<file path="config.mk">
export PLATFORM = sky130hd
export DESIGN_NAME = seg_scan_scheduler_flat
export DESIGN_NICKNAME = d
export VERILOG_FILES = /design/src/rtl/seg_scan_scheduler_if.sv /design/src/rtl/seg_scan_scheduler.sv /design/src/flat_wrapper.sv
export SDC_FILE = /design/constraint.sdc
export NUM_CORES = 1
export LEC_CHECK = 0
export ABC_CLOCK_PERIOD_IN_PS = 2500
export BUFFER_PORTS_ARGS = -buffer_cell sky130_fd_sc_hd__buf_4
export CAP_MARGIN = 20
export CELL_PAD_IN_SITES_DETAIL_PLACEMENT = 0
export CELL_PAD_IN_SITES_GLOBAL_PLACEMENT = 1
export CORE_ASPECT_RATIO = 1.2
export CORE_MARGIN = 2
export CORE_UTILIZATION = 42
export CTS_CLUSTER_SIZE = 14
export DETAILED_ROUTE_END_ITERATION = 7
export GPL_ROUTABILITY_DRIVEN = 0
export PLACE_DENSITY = 0.79
export SLEW_MARGIN = 30
export SYNTH_ARGS = -nofsm -noshare
export SYNTH_HDL_FRONTEND = slang
export SYNTH_SLANG_ARGS = --single-unit
export TNS_END_PERCENT = 1
</file>
<file path="constraint.sdc">
create_clock -name clk -period 2.5 [get_ports clk]
set_input_delay 0.25 -clock clk [delete_from_list [all_inputs] [get_ports clk]]
set_output_delay 0.25 -clock clk [all_outputs]
set_load 0.05 [all_outputs]
</file>
<file path="src/rtl/seg_scan_scheduler_if.sv">
// Bus between system logic and the 7-segment scan scheduler.
//   master: system side; drives en/load/data_in/dp_in/blank_in/bright and
//           observes load_ready plus the display pins an/seg/dp and frame_done.
//   slave : the scheduler itself.
interface seg_scan_scheduler_if;
  logic        en;
  logic        load;
  logic        load_ready;
  logic [15:0] data_in;
  logic [3:0]  dp_in;
  logic [3:0]  blank_in;
  logic [2:0]  bright;
  logic [3:0]  an;
  logic [6:0]  seg;
  logic        dp;
  logic        frame_done;

  modport master (
    output en, load, data_in, dp_in, blank_in, bright,
    input  load_ready, an, seg, dp, frame_done
  );

  modport slave (
    input  en, load, data_in, dp_in, blank_in, bright,
    output load_ready, an, seg, dp, frame_done
  );
endinterface

</file>
<file path="src/rtl/seg_scan_scheduler.sv">
// Multiplexed scan controller for a 4-digit common-anode 7-segment display.
// Scans one digit per TICK_DIV-cycle slot, decodes hex, applies per-digit
// blanking and decimal points, and dims with 8-level PWM. New data is held in
// a shadow buffer and copied to the active buffer only at a frame boundary
// (or immediately while the display is off), so a frame never tears.
// Ports:
//   clk, rst : clock, synchronous active-high reset
//   bus      : seg_scan_scheduler_if.slave
//              en, load/load_ready handshake, data_in/dp_in/blank_in payload,
//              bright (live PWM level), an/seg/dp pins (active-low),
//              frame_done (1-cycle pulse after slot 3 ends)
module seg_scan_scheduler #(
  parameter int unsigned TICK_DIV = 1024
) (
  input logic           clk,
  input logic           rst,
  seg_scan_scheduler_if.slave bus
);

  localparam int unsigned CW = $clog2(TICK_DIV);
  localparam int unsigned SH = CW - 3;

  typedef enum logic {ST_OFF, ST_SCAN} state_t;

  state_t        state;
  logic [CW-1:0] cyc;
  logic [1:0]    slot;

  logic [15:0]   act_data, sh_data;
  logic [3:0]    act_dp, act_blank, sh_dp, sh_blank;

  logic          ready_q;
  logic [3:0]    an_q;
  logic [6:0]    seg_q;
  logic          dp_q;
  logic          fd_q;

  logic          last_cyc_c;
  logic          boundary_c;
  logic          commit_c;
  logic          accept_c;
  logic          lit_c;
  logic [3:0]    nibble_c;
  logic [CW:0]   on_len_c;

  // Active-low gfedcba hex decode
  function automatic logic [6:0] hex7(input logic [3:0] n);
    case (n)
      4'h0: hex7 = 7'h40;
      4'h1: hex7 = 7'h79;
      4'h2: hex7 = 7'h24;
      4'h3: hex7 = 7'h30;
      4'h4: hex7 = 7'h19;
      4'h5: hex7 = 7'h12;
      4'h6: hex7 = 7'h02;
      4'h7: hex7 = 7'h78;
      4'h8: hex7 = 7'h00;
      4'h9: hex7 = 7'h10;
      4'hA: hex7 = 7'h08;
      4'hB: hex7 = 7'h03;
      4'hC: hex7 = 7'h46;
      4'hD: hex7 = 7'h21;
      4'hE: hex7 = 7'h06;
      default: hex7 = 7'h0E;
    endcase
  endfunction

  // Slot timing, buffer transfer and PWM decisions for the current cycle
  always_comb begin
    last_cyc_c = (cyc == CW'(TICK_DIV - 1));
    boundary_c = (state == ST_SCAN) && last_cyc_c && (slot == 2'd3);
    // Pending data moves to the active buffer at a frame end, or at once while dark
    commit_c   = !ready_q && ((state == ST_OFF) || boundary_c);
    accept_c   = bus.load && ready_q;
    nibble_c   = act_data[{slot, 2'b00} +: 4];
    // On-time in cycles: (bright+1) eighths of a slot
    on_len_c   = (CW+1)'({1'b0, bus.bright} + 4'd1) << SH;
    lit_c      = (state == ST_SCAN) && !act_blank[slot] && ({1'b0, cyc} < on_len_c);
  end

  // Scan FSM, buffers, handshake and registered pin drive
  always_ff @(posedge clk) begin
    if (rst) begin
      state     <= ST_OFF;
      cyc       <= '0;
      slot      <= '0;
      act_data  <= '0;
      act_dp    <= '0;
      act_blank <= 4'hF;
      sh_data   <= '0;
      sh_dp     <= '0;
      sh_blank  <= 4'hF;
      ready_q   <= 1'b1;
      an_q      <= 4'hF;
      seg_q     <= 7'h7F;
      dp_q      <= 1'b1;
      fd_q      <= 1'b0;
    end else begin
      if (!bus.en) begin
        state <= ST_OFF;
        cyc   <= '0;
        slot  <= '0;
      end else begin
        case (state)
          ST_OFF: begin
            state <= ST_SCAN;
            cyc   <= '0;
            slot  <= '0;
          end
          default: begin
            // TICK_DIV is a power of two, so cyc wraps on its own
            cyc <= cyc + CW'(1);
            if (last_cyc_c) slot <= slot + 2'd1;
          end
        endcase
      end

      fd_q <= boundary_c;

      // commit and accept are exclusive: accept needs ready, commit needs pending
      if (commit_c) begin
        act_data  <= sh_data;
        act_dp    <= sh_dp;
        act_blank <= sh_blank;
        ready_q   <= 1'b1;
      end else if (accept_c) begin
        sh_data  <= bus.data_in;
        sh_dp    <= bus.dp_in;
        sh_blank <= bus.blank_in;
        ready_q  <= 1'b0;
      end

      an_q  <= lit_c ? ~(4'b0001 << slot) : 4'hF;
      seg_q <= hex7(nibble_c);
      dp_q  <= ~act_dp[slot];
    end
  end

  assign bus.load_ready = ready_q;
  assign bus.an         = an_q;
  assign bus.seg        = seg_q;
  assign bus.dp         = dp_q;
  assign bus.frame_done = fd_q;

endmodule

</file>
<file path="src/flat_wrapper.sv">
// flat-port wrapper written by rule: the top's interface ports become plain ports
module seg_scan_scheduler_flat 
#(
  parameter int unsigned TICK_DIV = 1024
)
  (clk, rst, bus_en, bus_load, bus_data_in, bus_dp_in, bus_blank_in, bus_bright, bus_load_ready, bus_an, bus_seg, bus_dp, bus_frame_done);
  seg_scan_scheduler_if bus_i ();
  input logic clk;
  input logic rst;
  input wire logic [$bits(bus_i.en)-1:0] bus_en;
  input wire logic [$bits(bus_i.load)-1:0] bus_load;
  input wire logic [$bits(bus_i.data_in)-1:0] bus_data_in;
  input wire logic [$bits(bus_i.dp_in)-1:0] bus_dp_in;
  input wire logic [$bits(bus_i.blank_in)-1:0] bus_blank_in;
  input wire logic [$bits(bus_i.bright)-1:0] bus_bright;
  output wire logic [$bits(bus_i.load_ready)-1:0] bus_load_ready;
  output wire logic [$bits(bus_i.an)-1:0] bus_an;
  output wire logic [$bits(bus_i.seg)-1:0] bus_seg;
  output wire logic [$bits(bus_i.dp)-1:0] bus_dp;
  output wire logic [$bits(bus_i.frame_done)-1:0] bus_frame_done;
  assign bus_i.en = bus_en;
  assign bus_i.load = bus_load;
  assign bus_i.data_in = bus_data_in;
  assign bus_i.dp_in = bus_dp_in;
  assign bus_i.blank_in = bus_blank_in;
  assign bus_i.bright = bus_bright;
  assign bus_load_ready = bus_i.load_ready;
  assign bus_an = bus_i.an;
  assign bus_seg = bus_i.seg;
  assign bus_dp = bus_i.dp;
  assign bus_frame_done = bus_i.frame_done;
  seg_scan_scheduler #(.TICK_DIV(TICK_DIV)) u_core (.clk(clk), .rst(rst), .bus(bus_i));
endmodule
</file>
==> parameters.txt, run 1 <==
Parameter                              Value

Placed design
  Dpl ws ... 426 ps
  Placed Cells ... 465
  HPWL after DPL ... 4.02 mm
  Port-buffer cells ... 44

CTS
  TritonCTS clock tree ... built
  CTS root buf ... clkbuf_8
  Clock network latency to the later pin of the worst-skew pair ... 340 ps
  Maximum buffer depth of the clock tree ... 2
  Post-cts hold buffer count ... 0
  Number of buffers added for setup after CTS ... 0
  Total clock buffers created by CTS ... 9
  # H-tree levels ... 3
  Sinks on Clock Net ... 75
  Reg clk slew, reported paths ... 80 ps
  Post-cts sizing count ... 0

Logic synthesis
  Yosys Warn Count ... 0
  Sequential-to-total area share from yosys stat ... 0.489
  Portion of synthesized cell area occupied by the leading cell type ... 0.489
  Area leader, netlist ... dfxtp_1
  Count of state elements after synthesis ... 75
  Number of enable-type register cells in the synthesized netlist ... 0
  Mapped Cells ... 349
  Cell types with the largest area share after synthesis ... dfxtp_1 (49%), nand2_1 (13%), a21oi_1 (7.0%)
  Synth Flop Type ... dfxtp_1
  Average cell area after synthesis ... 8.81 sq um
  Netlist cell types ... 33
  Cell types with the highest counts after synthesis ... nand2_1 (105), dfxtp_1 (75), a21oi_1 (43)
  Async SR Flop Fraction ... 0
  Post-Synthesis Net Count ... 394
  Library cell with the highest instance count after synthesis ... nand2_1
  Cell area after synthesis ... 0.00307 sq mm

Pwr
  Worst vdd ir ... 0.000347 V
  Switching power as a share of total power ... 0.229
  Combinational group share of total power ... 0.089
  Cell area power density ... 704 mW/mm^2
  Seq pwr share ... 0.489
  Leak pwr ... 0.00147 uW
  Internal cell power ... 2000 uW
  Net Switching ... 593 uW
  Clock network fraction of total power ... 0.423

Detailed routing
  Number of DRC markers after the initial detailed-route iteration ... 87
  Total routed wirelength ... 5.79 mm
  Antenna Violating Nets Remaining ... 0
  DRC errors left ... 0
  DR vias/cell ... 4.81
  Drt wl/cell ... 12.0 um
  Iteration count of the initial detailed-routing pass ... 5
  Detailed-route via count ... 2314

Timing
  Final worst-path setup slack ... 416 ps
  Max-slew violation count ... 0
  Final number of hold-violating endpoints ... 0
  Post-route setup TNS ... 0 ps
  Final min period ... 2080 ps
  Worst-case clock skew ... 5.67 ps
  Unrepaired setup endpoints after global routing ... no
  Maximum clock rate ... 0.480 GHz
  Tightest Pin Transition ... 824 ps
  Final setup viols ... 0
  Period Utilization, post-route ... 0.833
  Worst relative slew slack ... 0.450

Global routing
  Met1 demand-to-capacity share in global routing ... 0.202
  Total global routing overflow ... 0
  Global routing usage on met2 ... 0.261
  Wire length of the first global-routing pass ... 10.0 mm
  Number of global-route vias before repair ... 2218
  Most Crowded Layer GR ... met2
  Met3 routing resource usage after global routing ... 0.0316
  Number of antenna violations at the first check in global routing ... 0
  Largest net degree at the start of global routing ... 48
  Aggregate global-route resource usage ... 0.162

Floorplan
  I/O pin total ... 45
  Count of standard-cell rows ... 34
  DIE AREA ... 0.00802 sq mm
  Overall die width ... 82.1 um
  Area of the core ... 0.00719 sq mm
  Starting Density ... 0.427
  Y dimension of the die ... 97.7 um

Finish
  Ant diodes ... 0
  Share of the core filled with cells ... 0.512
  Net total in the final layout ... 431
  FILL cells ... 732
  Post-Layout Cell Count ... 481
  Area growth, synth to finish ... 19.7%
  Share of post-route cells with drive strength above 1 ... 0.176

Min path
  Kind of path behind the tightest hold check ... in -> reg
  Start point of the worst hold path ... bus_blank_in[1]

Run status
  Result of the run ... finished, final reports clean

Setup path
  Start of the worst register-to-register path ... u_core.slot[0]$_SDFFE_PP0N_
  CP Max Fanout ... 6
  Critical Path Sink Type ... flip-flop
  Startpoint-to-endpoint class of the critical path ... reg -> reg
  Register-to-register setup slack ... 420 ps
  Type of origin of the critical path ... flip-flop
  Arrival time of the worst setup path ... 2300 ps
  Worst Setup SP ... u_core.slot[0]$_SDFFE_PP0N_
  Crit path required time ... 2720 ps

Run
  Count of maximum capacitance violations ... 0
==> kinds of logic (layout without fill, tap and decap cells) <==
family | Yosys count | after routing | share of synthesized area
AND/OR/NAND/NOR | 152 | 152 | 0.207
buffers and inverters | 29 | 71 | 0.0460
AO/OA/AOI/OAI | 57 | 57 | 0.105
XOR/XNOR | 11 | 11 | 0.0314
flip-flops | 75 | 75 | 0.489
adder cells (fa/ha/maj) | 14 | 14 | 0.0570
multiplexers | 11 | 11 | 0.0643
==> final timing paths <==
check,to,depth (start not counted)
setup reg to reg,u_core.bus.seg[0]$_SDFF_PP1_,5
hold / removal,u_core.sh_blank[1]$_SDFFE_PP1P_,3
setup / recovery,u_core.bus.seg[0]$_SDFF_PP1_,5
hold reg to reg,u_core.act_data[6]$_SDFFE_PP0P_,2
==> cell type report <==
type	count	area, sq um	share of cell area
tap	90	113	0.0306
timing repair buffer	47	365	0.0993
clock inverter	7	116	0.0316
inverter	8	30.0	0.00816
multi-input combinational	245	1430	0.389
sequential	75	1500	0.408
clock buffer	9	124	0.0337
==> per-layer routing <==
layer	vias to the layer above	wire length [um]
li1	1233	-
met1	1026	2590
met2	43	2820
met3	12	249
met4	0	129
met5	-	0
==> flip-flops by register name, indices dropped and copies added (netlist names), 2 cells and up <==
| register | cells |
|---|---|
| u_core.bus.an | 4 |
| u_core.sh_data | 16 |
| u_core.sh_blank | 4 |
| u_core.cyc | 10 |
| u_core.act_dp | 4 |
| u_core.slot | 2 |
| u_core.act_blank | 4 |
| u_core.bus.seg | 7 |
| u_core.sh_dp | 4 |
| u_core.act_data | 16 |
==> power groups by stage <==
| stage | Combinational [uW] | Sequential [uW] | Clock (uW) |
|---|---|---|---|
| after global placement | 229 | 1290 | 0 |
| after floorplan | 122 | 1320 | 0 |
| final | 229 | 1270 | 1090 |
| after global routing | 259 | 1270 | 1180 |
| after CTS | 233 | 1270 | 1130 |
| after detailed placement | 232 | 1290 | 0 |
==> layout by cell type, fill, tap and decap left out, types with 2 or more instances in the layout <==
cell / count
xnor2_1: 4
xor2_1: 7
mux2i_1: 4
nor2_1: 16
a31oi_1: 2
nand4_1: 2
mux4_1: 2
o221ai_1: 2
o21a_1: 2
and4_1: 2
clkbuf_8: 9
dfxtp_1: 75
clkinv_2: 2
nand3_1: 17
nor2b_1: 3
nand2b_1: 2
a21oi_1: 43
bufinv_16: 3
ha_1: 14
nand2_1: 105
and3_1: 2
inv_1: 8
o21ai_1: 3
mux4_2: 4
buf_4: 46
==> worst max-delay path, cell delays in order, from the launching register on <==
cell and delay (ps):
dfxtp_1 530, mux4_2 630, ha_1 270, or3b_1 380, o221ai_1 80, nand2_1 70
==> metrics by stage <==
stage / power, uW / area, sq um / hold WS (ps)
floorplan: 1440 / 3070 / 374
CTS: 2630 / 3680 / 94.5
detailed placement: 1530 / 3440 / 446
finish: 2590 / 3680 / 107
global placement: 1520 / 3440 / 439
global route: 2710 / 3680 / 121
(Power assumes the default switching activity.)
==> inputs of run 2 (changes only) <==
ABC_AREA = 1   (was default)
ABC_CLOCK_PERIOD_IN_PS = 2150   (was 2500)
CORE_UTILIZATION = 41   (was 42)
clock period = 2.15 ns   (was 2.5 ns; I/O delays follow)
==> run 2 against run 1 <==
Sequential share of layout area fell by 1.9 points. Largest cell class unchanged. Fmax is 14% higher. Wire length rose by 11%. Critical path type unchanged. Non-clock buffer count rose by 4. Clock skew grew 2.6 ps. Count of clock-buffer cells in the layout up 1. Area after synthesis up 5.9%. Cell count grew 18%.
==> parameters.txt, run 2 <==
Parameter                              Value

Run status
  Result of the run ... finished, final reports clean

Logic synthesis
  Count of state elements after synthesis ... 75
  Average cell area after synthesis ... 7.59 sq um
  Mapped Cells ... 429
  Area leader, netlist ... dfxtp_1
  Sequential-to-total area share from yosys stat ... 0.461
  Cell area after synthesis ... 0.00326 sq mm
  Async SR Flop Fraction ... 0
  Netlist cell types ... 29
  Synth Flop Type ... dfxtp_1
  Cell types with the highest counts after synthesis ... nand2_1 (90), dfxtp_1 (75), nand3_1 (52)
  Number of enable-type register cells in the synthesized netlist ... 0
  Yosys Warn Count ... 0
  Post-Synthesis Net Count ... 474
  Cell types with the largest area share after synthesis ... dfxtp_1 (46%), nand2_1 (10%), nand3_1 (8.0%)
  Library cell with the highest instance count after synthesis ... nand2_1
  Portion of synthesized cell area occupied by the leading cell type ... 0.461

Finish
  Ant diodes ... 0
  Commonest cells after routing, fill and taps aside ... nand2_1 (90), dfxtp_1 (75), nand3_1 (52)
  Net total in the final layout ... 516
  FILL cells ... 770
  Share of post-route cells with drive strength above 1 ... 0.168
  Largest registers ... u_core.act_data x16, u_core.sh_data x16, u_core.cyc x10
  Most frequent standard cell in the layout excluding fill and tap cells ... nand2_1
  Post-Layout Inst Area ... 0.00386 sq mm
  Area growth, synth to finish ... 18.4%
  Share of the core filled with cells ... 0.500

CTS
  Clock network latency to the later pin of the worst-skew pair ... 340 ps
  Maximum buffer depth of the clock tree ... 2
  Post-cts hold buffer count ... 0
  Sinks on Clock Net ... 75
  Reg clk slew, reported paths ... 80 ps
  Total clock buffers created by CTS ... 9
  CTS root buf ... clkbuf_8
  # H-tree levels ... 3
  Post-cts sizing count ... 0
  Number of buffers added for setup after CTS ... 0
  TritonCTS clock tree ... built

Floorplan
  Count of standard-cell rows ... 35
  DIE AREA ... 0.00867 sq mm
  Area of the core ... 0.00771 sq mm
  Y dimension of the die ... 102 um
  Overall die width ... 85.3 um
  I/O pin total ... 45
  Starting Density ... 0.422

Timing
  Worst relative slew slack ... 0.737
  Period Utilization, post-route ... 0.850
  Final worst-path setup slack ... 323 ps
  Tightest Pin Transition ... 394 ps
  Maximum clock rate ... 0.547 GHz
  Final number of hold-violating endpoints ... 0
  Max-slew violation count ... 0
  Final setup viols ... 0
  Worst-case clock skew ... 8.30 ps
  Final min period ... 1830 ps
  Post-route setup TNS ... 0 ps
  Unrepaired setup endpoints after global routing ... no

Setup path
  Crit path required time ... 2370 ps
  Critical Path Sink Type ... flip-flop
  Arrival time of the worst setup path ... 2050 ps
  CP Max Fanout ... 11
  Type of origin of the critical path ... flip-flop
  Startpoint-to-endpoint class of the critical path ... reg -> reg

Detailed routing
  Detailed-route via count ... 2763
  Drt wl/cell ... 11.3 um
  DRC errors left ... 0
  Top routing layer in use ... met4
  DR WL met2 ... 2.87 mm
  Met3 layer wire length in the routed design ... 288 um
  DR vias/cell ... 4.86
  Number of DRC markers after the initial detailed-route iteration ... 113
  Iteration count of the initial detailed-routing pass ... 4
  DRT met1 WL ... 3.13 mm
  Total routed wirelength ... 6.41 mm
  Antenna Violating Nets Remaining ... 0

Min path
  Kind of path behind the tightest hold check ... in -> reg

Global routing
  Largest net degree at the start of global routing ... 50
  Number of global-route vias before repair ... 2555
  Aggregate global-route resource usage ... 0.163
  Number of antenna violations at the first check in global routing ... 0
  Wire length of the first global-routing pass ... 11.5 mm
  Total global routing overflow ... 0

Placed design
  Port-buffer cells ... 44
  Placed Instance Area ... 0.00365 sq mm
  Dpl ws ... 370 ps
  HPWL after DPL ... 4.49 mm

Run
  Count of maximum capacitance violations ... 0

Pwr
  Worst vdd ir ... 0.000424 V
  Leak pwr ... 0.00172 uW
  Cell area power density ... 791 mW/mm^2
-- run 2: routing by layer --
layer / vias to the layer above / global-route usage
li1: 1488 / -
met1: 1207 / 0.209
met2: 57 / 0.261
met3: 11 / 0.0367
met4: 0 / 0.0745
met5: - / 0
-- run 2: logic make-up (layout without fill, tap and decap cells) --
group	after synthesis	after routing	synth area share
DFF	75	75	0.461
AOI/OAI and AO/OA	90	90	0.145
adders and majority gates	14	14	0.0538
buffers and inverters	61	108	0.0857
and+or+nand+nor	188	188	0.251
xor gates and xnor gates	1	1	0.00269
-- run 2: path summary, 6_finish.rpt --
check / startpoint / end / slack, ps / depth (start not counted)
setup / recovery: u_core.slot[0]$_SDFFE_PP0N_ / u_core.bus.seg[3]$_SDFF_PP1_ / 320 / 10
hold reg to reg: u_core.cyc[0]$_SDFF_PP0_ / u_core.cyc[0]$_SDFF_PP0_ / 450 / 1
setup reg to reg: u_core.slot[0]$_SDFFE_PP0N_ / u_core.bus.seg[3]$_SDFF_PP1_ / 320 / 10
hold / removal: bus_blank_in[0] / u_core.sh_blank[0]$_SDFFE_PP1P_ / 60 / 3
-- run 2: layout make-up --
class                           count  area [sq um]  area share
Clock buffer                       10           138      0.0357
Clock inverter                      6          65.1      0.0169
Inverter                           41           154      0.0399
Multi-Input combinational cell    293          1480       0.383
Sequential cell                    75          1500       0.389
Tap cell                           92           115      0.0299
Timing Repair Buffer               51           408       0.106
-- run 2: worst max-delay path, stage by stage (launching register included) --
cell	delay (ps)
dfxtp_1	560
inv_2	140
nand2_1	100
nand3_1	90
o21ai_2	130
inv_1	120
ha_1	240
nand2_1	100
o21ai_0	90
nand2_1	60
nand3_1	70
-- run 2: power by group --
group	switching [uW]	total (uW)	internal [uW]
Sequential	38.4	1520	1480
Clock	528	1100	568
Combinational	268	435	167
Total	834	3050	2220
-- run 2: per-stage QoR --
step / cells / power, uW / hold slack [ps]
floorplan: 429 / 1860 / 286
global placement: 552 / 1980 / 417
detailed placement: 552 / 1990 / 422
CTS: 568 / 3090 / 48.1
global route: 568 / 3220 / 56.2
finish: 568 / 3050 / 63.1
==> inputs of run 3 (changes only) <==
ABC_CLOCK_PERIOD_IN_PS = 1710   (was 2150)
clock period = 1.71 ns   (was 2.15 ns; I/O delays follow)
==> run 3 against run 2 <==
Total power is 37% higher. Via count is 0.14% higher. Worst hold slack worse by 45 ps. Cell count is 1.2% higher. Core utilization is 1.6 points higher. Wire length is 0.78% lower. Fmax is 15% higher. Flip-flop and latch count stayed put.
==> parameters.txt, run 3 (synthesis gave the netlist of run 2 again) <==
Parameter                              Value

Finish
  Commonest cells after routing, fill and taps aside ... nand2_1 (89), dfxtp_1 (74), buf_4 (56)
  Area growth, synth to finish ... 22.2%
  Share of post-route cells with drive strength above 1 ... 0.190
  Most frequent standard cell in the layout excluding fill and tap cells ... nand2_1
  Net total in the final layout ... 523
  Ant diodes ... 0
  Largest registers ... u_core.act_data x16, u_core.sh_data x16, u_core.cyc x10

Pwr
  Clock network fraction of total power ... 0.411
  Cell area power density ... 1050 mW/mm^2
  Switching power as a share of total power ... 0.250
  Seq pwr share ... 0.456
  Leak pwr ... 0.00178 uW
  Worst vdd ir ... 0.000488 V
  Internal cell power ... 3140 uW
  Pwr Total ... 4180 uW
  Combinational group share of total power ... 0.133
  Net Switching ... 1050 uW

Floorplan
  Starting Density ... 0.422
  I/O pin total ... 45
  Count of standard-cell rows ... 35
  Y dimension of the die ... 102 um
  DIE AREA ... 0.00867 sq mm
  Area of the core ... 0.00771 sq mm
  Overall die width ... 85.3 um

Run
  Count of maximum capacitance violations ... 0

Detailed routing
  Iteration count of the initial detailed-routing pass ... 4
  Total routed wirelength ... 6.36 mm
  Drt wl/cell ... 11.1 um
  DR vias/cell ... 4.81
  DRC errors left ... 0
  Detailed-route via count ... 2767
  Antenna Violating Nets Remaining ... 0
  Number of DRC markers after the initial detailed-route iteration ... 76

Global routing
  Number of global-route vias before repair ... 2653
  Global routing usage on met2 ... 0.268
  Number of antenna violations at the first check in global routing ... 0
  Wire length of the first global-routing pass ... 11.3 mm
  Met3 routing resource usage after global routing ... 0.0432
  Total global routing overflow ... 0
  Most Crowded Layer GR ... met2
  Aggregate global-route resource usage ... 0.160
  Largest net degree at the start of global routing ... 51
  Met1 demand-to-capacity share in global routing ... 0.192

Timing
  Maximum clock rate ... 0.631 GHz
  Final number of hold-violating endpoints ... 0
  Worst-case clock skew ... 8.88 ps
  Final min period ... 1580 ps
  Max-slew violation count ... 0
  Final setup viols ... 0
  Worst Hold Margin ... 17.6 ps
  Tightest Pin Transition ... 444 ps
  Unrepaired setup endpoints after global routing ... yes
  Period Utilization, post-route ... 0.927
  Worst relative slew slack ... 0.704

Min path
  Start point of the worst hold path ... bus_blank_in[1]
  Hold Crit Depth ... 3
  Kind of path behind the tightest hold check ... in -> reg

Setup path
  Type of origin of the critical path ... flip-flop
  Start of the worst register-to-register path ... u_core.slot[1]$_SDFFE_PP0N_
  Arrival time of the worst setup path ... 1820 ps
  Startpoint-to-endpoint class of the critical path ... reg -> reg
  Crit path required time ... 1940 ps
  Critical Path Sink Type ... flip-flop
  CP Max Fanout ... 10
  Path depth of the worst reg2reg path ... 10
  Worst Setup SP ... u_core.slot[1]$_SDFFE_PP0N_

CTS
  Total clock buffers created by CTS ... 9
  Post-cts hold buffer count ... 0
  Sinks on Clock Net ... 75
  CTS root buf ... clkbuf_8
  Clock network latency to the later pin of the worst-skew pair ... 350 ps
  # H-tree levels ... 3
  Reg clk slew, reported paths ... 80 ps
  Maximum buffer depth of the clock tree ... 2
  TritonCTS clock tree ... built

Run status
  Result of the run ... finished, final reports clean

Placed design
  Port-buffer cells ... 44
  HPWL after DPL ... 4.61 mm
==> run 3: cell count changes in the layout (fill, tap and decap cells not counted), sizes merged <==
cell | before | now
inv | 41 | 42
clkinvlp | 1 | 0
clkinv | 4 | 1
clkbuf | 10 | 11
buf | 51 | 58
bufinv | 1 | 3
==> run 3: metrics by stage <==
| stage | instances | area, sq um | setup TNS [ps] | utilization | setup slack, ps |
|---|---|---|---|---|---|
| 2_1_floorplan | 429 | 3260 | 0 | - | 123 |
| 3_3_place_gp | 559 | 3690 | 0 | 0.479 | 64.2 |
| 3_5_place_dp | 559 | 3690 | 0 | 0.479 | 21.7 |
| 4_1_cts | 575 | 3950 | 0 | 0.513 | 18.9 |
| 5_1_grt | 575 | 3980 | -31.1 | 0.516 | -22.3 |
| 6_report | 575 | 3980 | 0 | 0.516 | 125 |
==> run 3: path summary, 6_finish.rpt <==
kind | end | slack (ps)
worst max-delay path | u_core.bus.seg[3]$_SDFF_PP1_ | 130
worst max register to register | u_core.bus.seg[3]$_SDFF_PP1_ | 130
worst min-delay path | u_core.sh_blank[1]$_SDFFE_PP1P_ | 20
worst min register to register | u_core.cyc[0]$_SDFF_PP0_ | 460
==> run 3: worst max-delay path, stage by stage, from the launching register on <==
cell	delay [ps]
dfxtp_1	330
buf_4	160
inv_4	100
nand3_1	140
o21ai_4	120
inv_1	110
ha_2	210
nand2_1	90
o21ai_0	80
nand2_1	60
nand3_1	70
==> run 3: layout make-up <==
cell class | instances | area [sq um]
Multi-Input combinational cell | 293 | 1490
Fill cell | 772 | 3730
Clock buffer | 11 | 151
Clock inverter | 5 | 108
Timing Repair Buffer | 58 | 452
Tap cell | 92 | 115
Inverter | 41 | 156
Sequential cell | 75 | 1500
==> run 3: power groups by stage <==
stage	registers (uW)	clock network (uW)	logic, uW
floorplan	2010	0	322
global placement	1950	0	548
detailed placement	1950	0	554
CTS	1910	1760	556
global route	1920	1840	638
finish	1910	1720	556
==> run 3: what timing repair did <==
item                       in CTS  in global routing
setup endpoints to repair       0                 27
resized for setup               0                  8
buffers inserted                0                  0
==> run 3: per-layer routing <==
metal	wire length (um)	vias to the layer above
li1	-	1501
met4	104	0
met2	2920	47
met5	0	-
met3	294	10
met1	3030	1209
